`config.mk`:
```
export PLATFORM = sky130hd
export DESIGN_NAME = exe_res_arb_flat
export DESIGN_NICKNAME = d
export VERILOG_FILES = /design/src/rtl/exe_res_arb_if.sv /design/src/rtl/exe_res_arb.sv /design/src/flat_wrapper.sv
export SDC_FILE = /design/constraint.sdc
export NUM_CORES = 1
export LEC_CHECK = 0
export ABC_AREA = 1
export ABC_CLOCK_PERIOD_IN_PS = 2040
export CAP_MARGIN = 10
export CORE_AREA = 2 2 130 132
export CTS_CLUSTER_SIZE = 25
export DETAILED_ROUTE_END_ITERATION = 7
export DIE_AREA = 0 0 132 134
export PLACE_DENSITY = 0.63
export REMOVE_ABC_BUFFERS = 1
export SLEW_MARGIN = 40
export SYNTH_ARGS = -nofsm -noshare
export SYNTH_HDL_FRONTEND = slang
export SYNTH_SLANG_ARGS = --single-unit
```
`constraint.sdc`:
```
create_clock -name clk -period 2.04 [get_ports clk]
set_input_delay 0.408 -clock clk [delete_from_list [all_inputs] [get_ports clk]]
set_output_delay 0.408 -clock clk [all_outputs]
set_load 0.01 [all_outputs]
```
`src/rtl/exe_res_arb_if.sv`:
```
// Lane-side token bundle and arbiter result bundle
// for the shared multiplier / shifter arbiter.
interface exe_res_arb_if;
  logic        req0_i_arb;
  logic        req1_i_arb;
  logic        mul0_i_arb;
  logic        mul1_i_arb;
  logic        sh0_i_arb;
  logic        sh1_i_arb;
  logic [15:0] node0_i_arb;
  logic [15:0] node1_i_arb;
  logic [31:0] opr0_0_i_arb;
  logic [31:0] opr1_0_i_arb;
  logic [31:0] opr0_1_i_arb;
  logic [31:0] opr1_1_i_arb;

  logic        gnt0_o_arb;
  logic        gnt1_o_arb;
  logic        mul_start_o_arb;
  logic        mul_sel_o_arb;
  logic [31:0] mul_opr0_o_arb;
  logic [31:0] mul_opr1_o_arb;
  logic        sh_start_o_arb;
  logic        sh_sel_o_arb;
  logic [31:0] sh_opr0_o_arb;
  logic [31:0] sh_opr1_o_arb;
  logic        mul_busy_o_arb;
  logic        mul_done_o_arb;
  logic        mul_done_id_o_arb;
  logic [15:0] mul_done_node_o_arb;
  logic        sh_done_o_arb;
  logic        sh_done_id_o_arb;
  logic [15:0] sh_done_node_o_arb;

  modport master (
    output req0_i_arb, req1_i_arb,
    output mul0_i_arb, mul1_i_arb,
    output sh0_i_arb, sh1_i_arb,
    output node0_i_arb, node1_i_arb,
    output opr0_0_i_arb, opr1_0_i_arb,
    output opr0_1_i_arb, opr1_1_i_arb,
    input  gnt0_o_arb, gnt1_o_arb,
    input  mul_start_o_arb, mul_sel_o_arb,
    input  mul_opr0_o_arb, mul_opr1_o_arb,
    input  sh_start_o_arb, sh_sel_o_arb,
    input  sh_opr0_o_arb, sh_opr1_o_arb,
    input  mul_busy_o_arb,
    input  mul_done_o_arb, mul_done_id_o_arb,
    input  mul_done_node_o_arb,
    input  sh_done_o_arb, sh_done_id_o_arb,
    input  sh_done_node_o_arb
  );

  modport slave (
    input  req0_i_arb, req1_i_arb,
    input  mul0_i_arb, mul1_i_arb,
    input  sh0_i_arb, sh1_i_arb,
    input  node0_i_arb, node1_i_arb,
    input  opr0_0_i_arb, opr1_0_i_arb,
    input  opr0_1_i_arb, opr1_1_i_arb,
    output gnt0_o_arb, gnt1_o_arb,
    output mul_start_o_arb, mul_sel_o_arb,
    output mul_opr0_o_arb, mul_opr1_o_arb,
    output sh_start_o_arb, sh_sel_o_arb,
    output sh_opr0_o_arb, sh_opr1_o_arb,
    output mul_busy_o_arb,
    output mul_done_o_arb, mul_done_id_o_arb,
    output mul_done_node_o_arb,
    output sh_done_o_arb, sh_done_id_o_arb,
    output sh_done_node_o_arb
  );
endinterface

```
`src/rtl/exe_res_arb.sv`:
```
// Round-robin arbiter for the shared multiplier and
// shifter behind the two Dec0 lanes.
module exe_res_arb #(
  parameter int MUL_LAT = 3
) (
  input logic         clk,
  input logic         rst,
  exe_res_arb_if.slave arb
);

  localparam logic [3:0] LAT = 4'(MUL_LAT);

  typedef enum logic {IDLE, BUSY} st_e;

  st_e         st_q, st_d;
  logic [3:0]  cnt_q, cnt_d;
  logic        rr_mul_q, rr_mul_d;
  logic        rr_sh_q, rr_sh_d;
  logic        lat_id_q, lat_id_d;
  logic [15:0] lat_node_q, lat_node_d;
  logic        mdone_q, mdone_d;
  logic        mdone_id_q, mdone_id_d;
  logic [15:0] mdone_node_q, mdone_node_d;
  logic        sdone_q, sdone_d;
  logic        sdone_id_q, sdone_id_d;
  logic [15:0] sdone_node_q, sdone_node_d;

  logic        m0, m1, s0, s1;
  logic        mul_ok;
  logic        mul_start, mul_sel;
  logic        sh_start, sh_sel;
  logic [15:0] mul_node, sh_node;

  // Class decode; mul wins when both flags are set
  always_comb begin
    m0 = arb.req0_i_arb & arb.mul0_i_arb;
    m1 = arb.req1_i_arb & arb.mul1_i_arb;
    s0 = arb.req0_i_arb & ~arb.mul0_i_arb
       & arb.sh0_i_arb;
    s1 = arb.req1_i_arb & ~arb.mul1_i_arb
       & arb.sh1_i_arb;
  end

  // Multiplier grant: free, or freeing at this edge
  always_comb begin
    mul_ok    = (st_q == IDLE) || (cnt_q == 4'd1);
    mul_start = 1'b0;
    mul_sel   = 1'b0;
    if (rst && mul_ok && (m0 || m1)) begin
      mul_start = 1'b1;
      mul_sel   = (m0 && m1) ? rr_mul_q : m1;
    end
  end

  // Shifter grant: pipelined, accepts every cycle
  always_comb begin
    sh_start = 1'b0;
    sh_sel   = 1'b0;
    if (rst && (s0 || s1)) begin
      sh_start = 1'b1;
      sh_sel   = (s0 && s1) ? rr_sh_q : s1;
    end
  end

  assign mul_node = mul_sel ? arb.node1_i_arb
                            : arb.node0_i_arb;
  assign sh_node  = sh_sel ? arb.node1_i_arb
                           : arb.node0_i_arb;

  assign arb.gnt0_o_arb = (mul_start & ~mul_sel)
                        | (sh_start & ~sh_sel);
  assign arb.gnt1_o_arb = (mul_start & mul_sel)
                        | (sh_start & sh_sel);

  assign arb.mul_start_o_arb = mul_start;
  assign arb.mul_sel_o_arb   = mul_sel;
  assign arb.mul_opr0_o_arb  = mul_sel
                             ? arb.opr0_1_i_arb
                             : arb.opr0_0_i_arb;
  assign arb.mul_opr1_o_arb  = mul_sel
                             ? arb.opr1_1_i_arb
                             : arb.opr1_0_i_arb;
  assign arb.sh_start_o_arb  = sh_start;
  assign arb.sh_sel_o_arb    = sh_sel;
  assign arb.sh_opr0_o_arb   = sh_sel
                             ? arb.opr0_1_i_arb
                             : arb.opr0_0_i_arb;
  assign arb.sh_opr1_o_arb   = sh_sel
                             ? arb.opr1_1_i_arb
                             : arb.opr1_0_i_arb;

  assign arb.mul_busy_o_arb      = (st_q == BUSY);
  assign arb.mul_done_o_arb      = mdone_q;
  assign arb.mul_done_id_o_arb   = mdone_id_q;
  assign arb.mul_done_node_o_arb = mdone_node_q;
  assign arb.sh_done_o_arb       = sdone_q;
  assign arb.sh_done_id_o_arb    = sdone_id_q;
  assign arb.sh_done_node_o_arb  = sdone_node_q;

  // Next state: occupancy count, tags, pointers
  always_comb begin
    cnt_d      = cnt_q;
    lat_id_d   = lat_id_q;
    lat_node_d = lat_node_q;
    if (mul_start) begin
      cnt_d      = LAT;
      lat_id_d   = mul_sel;
      lat_node_d = mul_node;
    end else if (cnt_q != 4'd0) begin
      cnt_d = cnt_q - 4'd1;
    end
    st_d = (cnt_d != 4'd0) ? BUSY : IDLE;

    // Done is shown in the last occupied cycle
    mdone_d      = (cnt_d == 4'd1);
    mdone_id_d   = mdone_d & lat_id_d;
    mdone_node_d = mdone_d ? lat_node_d : 16'h0;

    sdone_d      = sh_start;
    sdone_id_d   = sh_sel;
    sdone_node_d = sh_start ? sh_node : 16'h0;

    rr_mul_d = mul_start ? ~mul_sel : rr_mul_q;
    rr_sh_d  = sh_start ? ~sh_sel : rr_sh_q;
  end

  // State registers
  always_ff @(posedge clk or negedge rst) begin
    if (!rst) begin
      st_q         <= IDLE;
      cnt_q        <= 4'd0;
      rr_mul_q     <= 1'b0;
      rr_sh_q      <= 1'b0;
      lat_id_q     <= 1'b0;
      lat_node_q   <= 16'h0;
      mdone_q      <= 1'b0;
      mdone_id_q   <= 1'b0;
      mdone_node_q <= 16'h0;
      sdone_q      <= 1'b0;
      sdone_id_q   <= 1'b0;
      sdone_node_q <= 16'h0;
    end else begin
      st_q         <= st_d;
      cnt_q        <= cnt_d;
      rr_mul_q     <= rr_mul_d;
      rr_sh_q      <= rr_sh_d;
      lat_id_q     <= lat_id_d;
      lat_node_q   <= lat_node_d;
      mdone_q      <= mdone_d;
      mdone_id_q   <= mdone_id_d;
      mdone_node_q <= mdone_node_d;
      sdone_q      <= sdone_d;
      sdone_id_q   <= sdone_id_d;
      sdone_node_q <= sdone_node_d;
    end
  end

endmodule

```
`src/flat_wrapper.sv`:
```
// flat-port wrapper written by rule: the top's interface ports become plain ports
module exe_res_arb_flat 
#(
  parameter int MUL_LAT = 3
)
  (clk, rst, arb_req0_i_arb, arb_req1_i_arb, arb_mul0_i_arb, arb_mul1_i_arb, arb_sh0_i_arb, arb_sh1_i_arb, arb_node0_i_arb, arb_node1_i_arb, arb_opr0_0_i_arb, arb_opr1_0_i_arb, arb_opr0_1_i_arb, arb_opr1_1_i_arb, arb_gnt0_o_arb, arb_gnt1_o_arb, arb_mul_start_o_arb, arb_mul_sel_o_arb, arb_mul_opr0_o_arb, arb_mul_opr1_o_arb, arb_sh_start_o_arb, arb_sh_sel_o_arb, arb_sh_opr0_o_arb, arb_sh_opr1_o_arb, arb_mul_busy_o_arb, arb_mul_done_o_arb, arb_mul_done_id_o_arb, arb_mul_done_node_o_arb, arb_sh_done_o_arb, arb_sh_done_id_o_arb, arb_sh_done_node_o_arb);
  exe_res_arb_if arb_i ();
  input logic clk;
  input logic rst;
  input wire logic [$bits(arb_i.req0_i_arb)-1:0] arb_req0_i_arb;
  input wire logic [$bits(arb_i.req1_i_arb)-1:0] arb_req1_i_arb;
  input wire logic [$bits(arb_i.mul0_i_arb)-1:0] arb_mul0_i_arb;
  input wire logic [$bits(arb_i.mul1_i_arb)-1:0] arb_mul1_i_arb;
  input wire logic [$bits(arb_i.sh0_i_arb)-1:0] arb_sh0_i_arb;
  input wire logic [$bits(arb_i.sh1_i_arb)-1:0] arb_sh1_i_arb;
  input wire logic [$bits(arb_i.node0_i_arb)-1:0] arb_node0_i_arb;
  input wire logic [$bits(arb_i.node1_i_arb)-1:0] arb_node1_i_arb;
  input wire logic [$bits(arb_i.opr0_0_i_arb)-1:0] arb_opr0_0_i_arb;
  input wire logic [$bits(arb_i.opr1_0_i_arb)-1:0] arb_opr1_0_i_arb;
  input wire logic [$bits(arb_i.opr0_1_i_arb)-1:0] arb_opr0_1_i_arb;
  input wire logic [$bits(arb_i.opr1_1_i_arb)-1:0] arb_opr1_1_i_arb;
  output wire logic [$bits(arb_i.gnt0_o_arb)-1:0] arb_gnt0_o_arb;
  output wire logic [$bits(arb_i.gnt1_o_arb)-1:0] arb_gnt1_o_arb;
  output wire logic [$bits(arb_i.mul_start_o_arb)-1:0] arb_mul_start_o_arb;
  output wire logic [$bits(arb_i.mul_sel_o_arb)-1:0] arb_mul_sel_o_arb;
  output wire logic [$bits(arb_i.mul_opr0_o_arb)-1:0] arb_mul_opr0_o_arb;
  output wire logic [$bits(arb_i.mul_opr1_o_arb)-1:0] arb_mul_opr1_o_arb;
  output wire logic [$bits(arb_i.sh_start_o_arb)-1:0] arb_sh_start_o_arb;
  output wire logic [$bits(arb_i.sh_sel_o_arb)-1:0] arb_sh_sel_o_arb;
  output wire logic [$bits(arb_i.sh_opr0_o_arb)-1:0] arb_sh_opr0_o_arb;
  output wire logic [$bits(arb_i.sh_opr1_o_arb)-1:0] arb_sh_opr1_o_arb;
  output wire logic [$bits(arb_i.mul_busy_o_arb)-1:0] arb_mul_busy_o_arb;
  output wire logic [$bits(arb_i.mul_done_o_arb)-1:0] arb_mul_done_o_arb;
  output wire logic [$bits(arb_i.mul_done_id_o_arb)-1:0] arb_mul_done_id_o_arb;
  output wire logic [$bits(arb_i.mul_done_node_o_arb)-1:0] arb_mul_done_node_o_arb;
  output wire logic [$bits(arb_i.sh_done_o_arb)-1:0] arb_sh_done_o_arb;
  output wire logic [$bits(arb_i.sh_done_id_o_arb)-1:0] arb_sh_done_id_o_arb;
  output wire logic [$bits(arb_i.sh_done_node_o_arb)-1:0] arb_sh_done_node_o_arb;
  assign arb_i.req0_i_arb = arb_req0_i_arb;
  assign arb_i.req1_i_arb = arb_req1_i_arb;
  assign arb_i.mul0_i_arb = arb_mul0_i_arb;
  assign arb_i.mul1_i_arb = arb_mul1_i_arb;
  assign arb_i.sh0_i_arb = arb_sh0_i_arb;
  assign arb_i.sh1_i_arb = arb_sh1_i_arb;
  assign arb_i.node0_i_arb = arb_node0_i_arb;
  assign arb_i.node1_i_arb = arb_node1_i_arb;
  assign arb_i.opr0_0_i_arb = arb_opr0_0_i_arb;
  assign arb_i.opr1_0_i_arb = arb_opr1_0_i_arb;
  assign arb_i.opr0_1_i_arb = arb_opr0_1_i_arb;
  assign arb_i.opr1_1_i_arb = arb_opr1_1_i_arb;
  assign arb_gnt0_o_arb = arb_i.gnt0_o_arb;
  assign arb_gnt1_o_arb = arb_i.gnt1_o_arb;
  assign arb_mul_start_o_arb = arb_i.mul_start_o_arb;
  assign arb_mul_sel_o_arb = arb_i.mul_sel_o_arb;
  assign arb_mul_opr0_o_arb = arb_i.mul_opr0_o_arb;
  assign arb_mul_opr1_o_arb = arb_i.mul_opr1_o_arb;
  assign arb_sh_start_o_arb = arb_i.sh_start_o_arb;
  assign arb_sh_sel_o_arb = arb_i.sh_sel_o_arb;
  assign arb_sh_opr0_o_arb = arb_i.sh_opr0_o_arb;
  assign arb_sh_opr1_o_arb = arb_i.sh_opr1_o_arb;
  assign arb_mul_busy_o_arb = arb_i.mul_busy_o_arb;
  assign arb_mul_done_o_arb = arb_i.mul_done_o_arb;
  assign arb_mul_done_id_o_arb = arb_i.mul_done_id_o_arb;
  assign arb_mul_done_node_o_arb = arb_i.mul_done_node_o_arb;
  assign arb_sh_done_o_arb = arb_i.sh_done_o_arb;
  assign arb_sh_done_id_o_arb = arb_i.sh_done_id_o_arb;
  assign arb_sh_done_node_o_arb = arb_i.sh_done_node_o_arb;
  exe_res_arb #(.MUL_LAT(MUL_LAT)) u_core (.clk(clk), .rst(rst), .arb(arb_i));
endmodule
```
==> metrics.md, run 1 <==
| Metric | Value |
|---|---|
| Worst Tran Pin Value | 0.7078 ns |
| Maximum frequency from static timing analysis | 420.6 MHz |
| Worst clock skew on the final layout | 0.007937 ns |
| P per Cell Area | 630.7 mW/mm2 |
| Clock insertion delay at the later pin of the skew report | 0.33 ns |
| Area growth, synth to finish | 150.8% |
| Final Hold Viols | 0 |
| Internal power of the cells | 4.290 mW |
| Psw | 2.287 mW |
| Adder and majority gate portion of the synthesized area | 0.9028% |
| Leak | 5.132 nW |
| Unrepaired setup endpoints after global routing | yes |
| Cell at the root of the clock tree | sky130_fd_sc_hd__clkbuf_16 |
| DRC violations left | 0 |
| Post-route cell area | 0.01043 mm2 |
| Util after Layout | 64.02% |
| Number of enable flip-flop cells after synthesis | 0 |
| Share of power burned in registers | 25.3% |
| Number of cell rows | 47 |
| Post-DP Area | 0.008053 mm2 |
| Clock network power share | 25.0% |
| I/O Buffers | 338 |
| Post-synthesis instance area | 0.004158 mm2 |
| Synth warnings | 0 |
| Switching share of power | 34.77% |
| Wire length of the first global-routing pass | 34,920 um |
| Number of violations reported at the end of detailed-routing iteration 0 | 243 |
| Sequential element share of the synthesized area | 36.11% |
| Number of primary I/O pins | 339 |
| Number of antenna violations at the first check in global routing | 0 |
| Longest Clk Path Bufs | 2 |
| Average cell area after synthesis | 6.486 um2 |
| Setup crit end kind | output port |
| Ant. Diodes | 0 |
| Dominant combinational cell family by area after synthesis | simple AND/OR/NAND/NOR gates |
| Library cell with the highest instance count after synthesis | sky130_fd_sc_hd__nand2_1 |
| Yosys top cell by area | sky130_fd_sc_hd__dfrtp_1 |
| Total die area | 0.01769 mm2 |
| Basic-gate share of the synthesized area counting and, or, nand and nor cells | 28.53% |
| Maximum resistive drop on vdd | 0.4437 mV |
| Area of the core region | 0.01629 mm2 |
| Largest net degree at the start of global routing | 57 |
| Total of max-cap violations | 0 |
| CTS tree | built |
| FF+latch count, synth | 60 |
| Final setup violating endpoints | 130 |
| Detailed Place HPWL | 16,590 um |
| Period utilization | 116.6% |
| Library cells used by synthesis | 23 |
| PnR Total Power | 6.577 mW |
| Final setup TNS | -19.81 ns |
| Hold slack final | 0.3710 ns |
| Horizontal extent of the die | 132 um |
| Layout cell share with drive strength beyond 1 | 47.14% |
| Violations in the final reports | setup timing |
| Post-placement worst setup slack | -1.131 ns |
| Kind of start point of the critical path | flop |
| Number of instances in the synthesized netlist | 641 |
| Main flop type after synthesis | sky130_fd_sc_hd__dfrtp_1 |
| Router iterations before antenna repair | 5 |
| Biggest area contributors in the synthesized netlist | sky130_fd_sc_hd__dfrtp_1, sky130_fd_sc_hd__nand2_1, sky130_fd_sc_hd__o21ai_0, sky130_fd_sc_hd__inv_1, sky130_fd_sc_hd__o21ai_1 |
| Post-synth ARST share | 100.0% |
| Inst Count DP | 1,210 |
| Post-route worst setup slack | -0.3378 ns |
| Number of global-route vias before repair | 6,137 |
| Die Height | 134 um |
| Required time at the worst-slack endpoint | 1.63 ns |
| Leading post-synthesis cells by instance count | sky130_fd_sc_hd__nand2_1, sky130_fd_sc_hd__inv_1, sky130_fd_sc_hd__o21ai_0, sky130_fd_sc_hd__dfrtp_1, sky130_fd_sc_hd__nor2_1 |
| Vias/cell | 4.679 |
| Result of the run | complete, but fails checks |
| GRT Residual Overflow | 0 |
| Area share of the largest cell type after synthesis | 36.11% |
| Worst R2R Path Depth | 12 |
| Non-filler instance count after layout | 1,304 |
| Final slew viol count | 0 |
| Crit path time final | 2.378 ns |
| Clock sink count | 60 |
| Tightest Hold Check Type | in2async |
| Htree depth | 3 |
| Final-stage net count | 1,250 |
| Residual antenna-violating net count after detailed routing | 0 |
| Remaining max-slew budget at the tightest pin | 52.82% |
| Routability congestion estimate from global placement | 0.9373 |
| Starting density of the core | 25.52% |
| WL/cell | 18.88 um |
| Clock buffer count from CTS | 9 |
| Final wirelength | 24,620 um |
| Xor/xnor cell area share of the yosys netlist | 0.4213% |
| Number of fillers in the final layout | 1,384 |
| Fraction of power consumed by combinational cells | 49.7% |
| Mux contribution to synthesized area | 0% |
| Via total after detailed routing | 6,101 |
| Clock slew at reported path FFs | 0.06 ns |
| Compound-Gate Fraction of Synth Area | 18.09% |
| Highest net fanout along the worst path | 11 |
| Data arrival, critical path | 1.97 ns |
| Total global routing track utilization | 25.76% |
| Type of the worst setup path | reg2out |
==> logic make-up after synthesis <==
kind of cell | Yosys count
flip-flops | 60
XOR/XNOR | 2
adder cells (fa/ha/maj) | 3
AO/OA/AOI/OAI | 148
AND/OR/NAND/NOR | 279
buffers and inverters | 149
==> cell usage in the layout (no fill, tap or decap), types with 27 or more instances in the layout <==
cell type                         synthesis  layout
sky130_fd_sc_hd__inv_1                  109     106
sky130_fd_sc_hd__dfrtp_1                 60      60
sky130_fd_sc_hd__nand2_4                  2      41
sky130_fd_sc_hd__buf_12                   0      28
sky130_fd_sc_hd__o21ai_4                  0      27
sky130_fd_sc_hd__buf_2                   14      98
sky130_fd_sc_hd__buf_4                    7      41
sky130_fd_sc_hd__o21ai_2                  0      83
sky130_fd_sc_hd__nand2_1                178      76
sky130_fd_sc_hd__nor2_1                  55      52
sky130_fd_sc_hd__clkdlybuf4s50_1          0     197
sky130_fd_sc_hd__buf_6                    8      64
sky130_fd_sc_hd__nand2_2                  1      64
==> what timing repair did <==
item / CTS / global route
resized for setup: 920 / 206
hold endpoints to repair: 4 / 0
hold buffers: 1 / 0
pin swaps: 20 / 30
gates cloned: 25 / 2
setup endpoints to repair: 145 / 139
buffers inserted: 44 / 21
==> worst max-delay path, stage by stage, from the launching register on <==
cell	delay [ns]
sky130_fd_sc_hd__dfrtp_1	0.40
sky130_fd_sc_hd__ha_4	0.18
sky130_fd_sc_hd__nand2_4	0.06
sky130_fd_sc_hd__nand2_4	0.06
sky130_fd_sc_hd__nand3_4	0.11
sky130_fd_sc_hd__clkinv_8	0.09
sky130_fd_sc_hd__buf_8	0.15
sky130_fd_sc_hd__buf_16	0.15
sky130_fd_sc_hd__buf_6	0.12
sky130_fd_sc_hd__o21ai_1	0.13
sky130_fd_sc_hd__buf_2	0.16
==> metal layers <==
metal / up-vias / routed length [um] / GRT usage (%)
met5: - / 0 / 0
met4: 0 / 924 / 9.118
li1: 2895 / - / -
met3: 55 / 2233 / 8.163
met2: 287 / 12410 / 45.43
met1: 2864 / 9052 / 29.37
==> sequential cells by signal (all words and copies together) (netlist names) <==
signal	count
u_core.arb.mul_busy_o_arb	1
u_core.arb.mul_done_id_o_arb	1
u_core.arb.mul_done_node_o_arb	16
u_core.arb.mul_done_o_arb	1
u_core.arb.sh_done_id_o_arb	1
u_core.arb.sh_done_node_o_arb	16
u_core.arb.sh_done_o_arb	1
u_core.cnt_q	4
u_core.lat_id_q	1
u_core.lat_node_q	16
u_core.rr_mul_q	1
u_core.rr_sh_q	1
==> area by class of cell <==
type / instances / area [um2] / share of cell area (%)
clock buffers: 10 / 239.0 / 2.292
clock inverters: 6 / 87.58 / 0.8398
inverters: 110 / 430.4 / 4.127
multi-input cells: 432 / 3097 / 29.69
flip-flops and latches: 60 / 1501 / 14.40
well taps: 220 / 275.3 / 2.639
repair buffers: 466 / 4798 / 46.01
==> worst paths after layout <==
check,start,end,slack (ns)
setup / recovery,u_core.cnt_q[0],arb_mul_opr1_o_arb[18],-0.34
hold / removal,rst,u_core.arb.sh_done_node_o_arb[7],0.37
setup reg to reg,u_core.cnt_q[0],u_core.arb.mul_done_node_o_arb[7],0.14
hold reg to reg,u_core.lat_id_q,u_core.lat_id_q,0.52
max in group asynchronous,rst,u_core.arb.sh_done_node_o_arb[9],1.20
min in group clk,u_core.lat_id_q,u_core.lat_id_q,0.52
==> power groups by stage <==
stage               sequential (mW)  clock, mW  combinational (mW)
finish                         1.66       1.64                3.27
global route                   1.70       1.71                3.54
CTS                            1.66       1.67                3.08
detailed placement             1.67          0                2.82
global placement               1.66          0                2.81
floorplan                      1.73          0                1.10
(Power assumes the default switching activity.)
==> inputs of run 2 (changes only) <==
- DONT_BUFFER_PORTS: not set -> 1
- PLACE_DENSITY: 0.63 -> 0.36
==> run 2 against run 1 <==
Against the previous run:
- the run still ends with setup timing left
- design area shrank 27%
- largest cell class is now multi-input combinational cells
- clock power decreased by 15%
- via count is 20% lower
- sequential share of layout area grew 5.4 points
- count of clock-buffer cells in the layout increased by 2
- hold slack worse by 0.13 ns
- worst setup slack better by 0.16 ns
- routed wire length decreased by 12%
- total power shrank 18%
- utilization down 17 points
==> metrics.md, run 2 (synthesized netlist as in run 1, its figures left out) <==
| Metric | Value |
|---|---|
| Final-stage net count | 931 (-26%) |
| Tightest Hold Check Type | in2reg |
| Detailed Place HPWL | 14,030 um (-15%) |
| Die Height | 134 um (unchanged) |
| Ant. Diodes | 0 (unchanged) |
| Routability congestion estimate from global placement | 0.8644 (-7.8%) |
| Vias/cell | 4.992 (+6.7%) |
| Starting density of the core | 25.52% (unchanged) |
| Setup crit end kind | output port |
| Post-placement worst setup slack | -0.07361 ns (+1.057 ns) |
| Required time at the worst-slack endpoint | 1.63 ns (about the same) |
| Non-filler instance count after layout | 983 (-25%) |
| Remaining max-slew budget at the tightest pin | 78.00% (+25 points) |
| Htree depth | 3 (unchanged) |
| Worst Tran Pin Value | 0.3299 ns (-0.3778 ns) |
| Violations in the final reports | setup timing |
| CP startpoint | u_core.cnt_q[1] |
| Unrepaired setup endpoints after global routing | yes |
| Fraction of power consumed by combinational cells | 41.6% (-8.1 points) |
| Most frequent standard cell in the layout excluding fill and tap cells | sky130_fd_sc_hd__inv_1 |
| Switching share of power | 37.70% (+2.9 points) |
| R2r startpoint | u_core.cnt_q[1] |
| Result of the run | complete, but fails checks |
| P per Cell Area | 713.3 mW/mm2 (+13%) |
| PnR Total Power | 5.416 mW (-18%) |
| Final Hold Viols | 0 (unchanged) |
| Clock buffer count from CTS | 9 (unchanged) |
| Internal power of the cells | 3.374 mW (-21%) |
| Final slew viol count | 0 (unchanged) |
| Maximum frequency from static timing analysis | 451.5 MHz (+7.3%) |
| Cell at the root of the clock tree | sky130_fd_sc_hd__clkbuf_16 |
| Number of cell rows | 47 (unchanged) |
| Number of violations reported at the end of detailed-routing iteration 0 | 220 (-9.5%) |
| Psw | 2.042 mW (-11%) |
| Worst clock skew on the final layout | 0.003343 ns (-0.004593 ns) |
| Crit path time final | 2.215 ns (-0.1628 ns) |
| Clock network power share | 25.7% (+0.7 points) |
| Total global routing track utilization | 21.47% (-4.3 points) |
| Highest-count cells in the layout ignoring fill and taps | sky130_fd_sc_hd__inv_1, sky130_fd_sc_hd__nand2_1, sky130_fd_sc_hd__buf_4, sky130_fd_sc_hd__o21ai_2, sky130_fd_sc_hd__dfrtp_1 |
| Period utilization | 108.6% (-8.0 points) |
| Post-route worst setup slack | -0.1750 ns (+0.1628 ns) |
| Wire length of the first global-routing pass | 28,810 um (-17%) |
| Number of primary I/O pins | 339 (unchanged) |
| Kind of start point of the critical path | flop |
| Layout cell share with drive strength beyond 1 | 50.33% (+3.2 points) |
| Data arrival, critical path | 1.81 ns (-0.16 ns) |
| Area of the core region | 0.01629 mm2 (unchanged) |
| Inst Count DP | 918 (-24%) |
| Total of max-cap violations | 0 (unchanged) |
| Area growth, synth to finish | 82.61% |
| Hold slack final | 0.2410 ns (-0.1301 ns) |
| Clock insertion delay at the later pin of the skew report | 0.32 ns (about the same) |
| Residual antenna-violating net count after detailed routing | 0 (unchanged) |
| Type of the worst setup path | reg2out |
| Longest Clk Path Bufs | 2 (unchanged) |
| Number of antenna violations at the first check in global routing | 0 (unchanged) |
| CTS tree | built |
| DRC violations left | 0 (unchanged) |
| Largest net degree at the start of global routing | 61 (+7.0%) |
| Via total after detailed routing | 4,907 (-20%) |
| WL/cell | 21.93 um (+16%) |
| GRT Residual Overflow | 0 (unchanged) |
| Share of power burned in registers | 32.7% (+7.4 points) |
| Maximum resistive drop on vdd | 0.5136 mV (+16%) |
| Horizontal extent of the die | 132 um (unchanged) |
| Leak | 3.793 nW (-26%) |
| Clock sink count | 60 (unchanged) |
| Final wirelength | 21,560 um (-12%) |
| Total die area | 0.01769 mm2 (unchanged) |
| Router iterations before antenna repair | 4 (-1) |
| Launch point of the worst hold path | arb_node0_i_arb[9] |
| Final setup violating endpoints | 100 (-23%) |
| Flop-to-flop setup slack | 0.02 ns (-0.12 ns) |
| I/O Buffers | 0 (-100%) |
| Highest net fanout along the worst path | 5 (-6) |
| Clock slew at reported path FFs | 0.05 ns (about the same) |
| Number of global-route vias before repair | 4,669 (-24%) |
-- run 2: worst max-delay path, cell delays in order, from the launching register on --
cell,delay (ns)
sky130_fd_sc_hd__dfrtp_1,0.36
sky130_fd_sc_hd__inv_2,0.06
sky130_fd_sc_hd__ha_4,0.16
sky130_fd_sc_hd__nand2_4,0.05
sky130_fd_sc_hd__nand2_4,0.05
sky130_fd_sc_hd__nand3_4,0.11
sky130_fd_sc_hd__clkinv_8,0.11
sky130_fd_sc_hd__buf_12,0.15
sky130_fd_sc_hd__buf_16,0.13
sky130_fd_sc_hd__o21ai_1,0.15
sky130_fd_sc_hd__buf_4,0.15
-- run 2: power by group through the flow --
stage               registers, mW  clock network [mW]  logic (mW)
finish                       1.77                1.39        2.25
global route                 1.80                1.50        2.47
CTS                          1.76                1.44        1.96
detailed placement           1.77                   0        1.67
global placement             1.78                   0        1.65
floorplan                    1.73                   0        1.10
-- run 2: routing by layer --
metal | track usage, % | wire length (um) | vias up
met4 | 6.341 | 584 | 0
met3 | 5.707 | 1942 | 43
li1 | - | - | 2250
met5 | 0 | 0 | -
met2 | 36.55 | 10680 | 284
met1 | 26.69 | 8347 | 2330
-- run 2: cell type report --
cell class / instances / area [um2]
inverter: 110 / 451.7
clock inverter: 2 / 10.01
fill: 1554 / 8697
timing repair buffer: 142 / 1822
sequential: 60 / 1501
timing repair inverter: 5 / 61.31
clock buffer: 12 / 266.5
tap: 220 / 275.3
multi-input combinational: 432 / 3204
-- run 2: final timing paths --
path                                                           end  cells after the start
worst min register to register                     u_core.lat_id_q                      2
min in group asynchronous       u_core.arb.mul_done_node_o_arb[10]                      2
worst min-delay path              u_core.arb.sh_done_node_o_arb[9]                      2
worst max register to register   u_core.arb.mul_done_node_o_arb[6]                     13
worst max-delay path                         arb_mul_opr1_o_arb[6]                     10
max in group asynchronous                     u_core.lat_node_q[3]                      2
-- run 2: what timing repair did --
item | 4_1_cts | 5_1_grt
setup endpoints to repair | 125 | 149
cloned | 18 | 14
gates resized for setup | 220 | 225
pin swaps | 4 | 10
setup buffers | 11 | 12
endpoints found under the hold margin | 60 | 0
hold buffers | 2 | 0
-- run 2: through the flow --
stage               utilization [%]  setup TNS [ns]  cell area, um2
floorplan                         -         -152.05            3908
global placement              30.51         -0.3382            4970
detailed placement            30.51         -0.2295            4970
CTS                           39.65          -11.12            6459
global route                  46.61          -15.64            7592
finish                        46.61          -5.992            7592
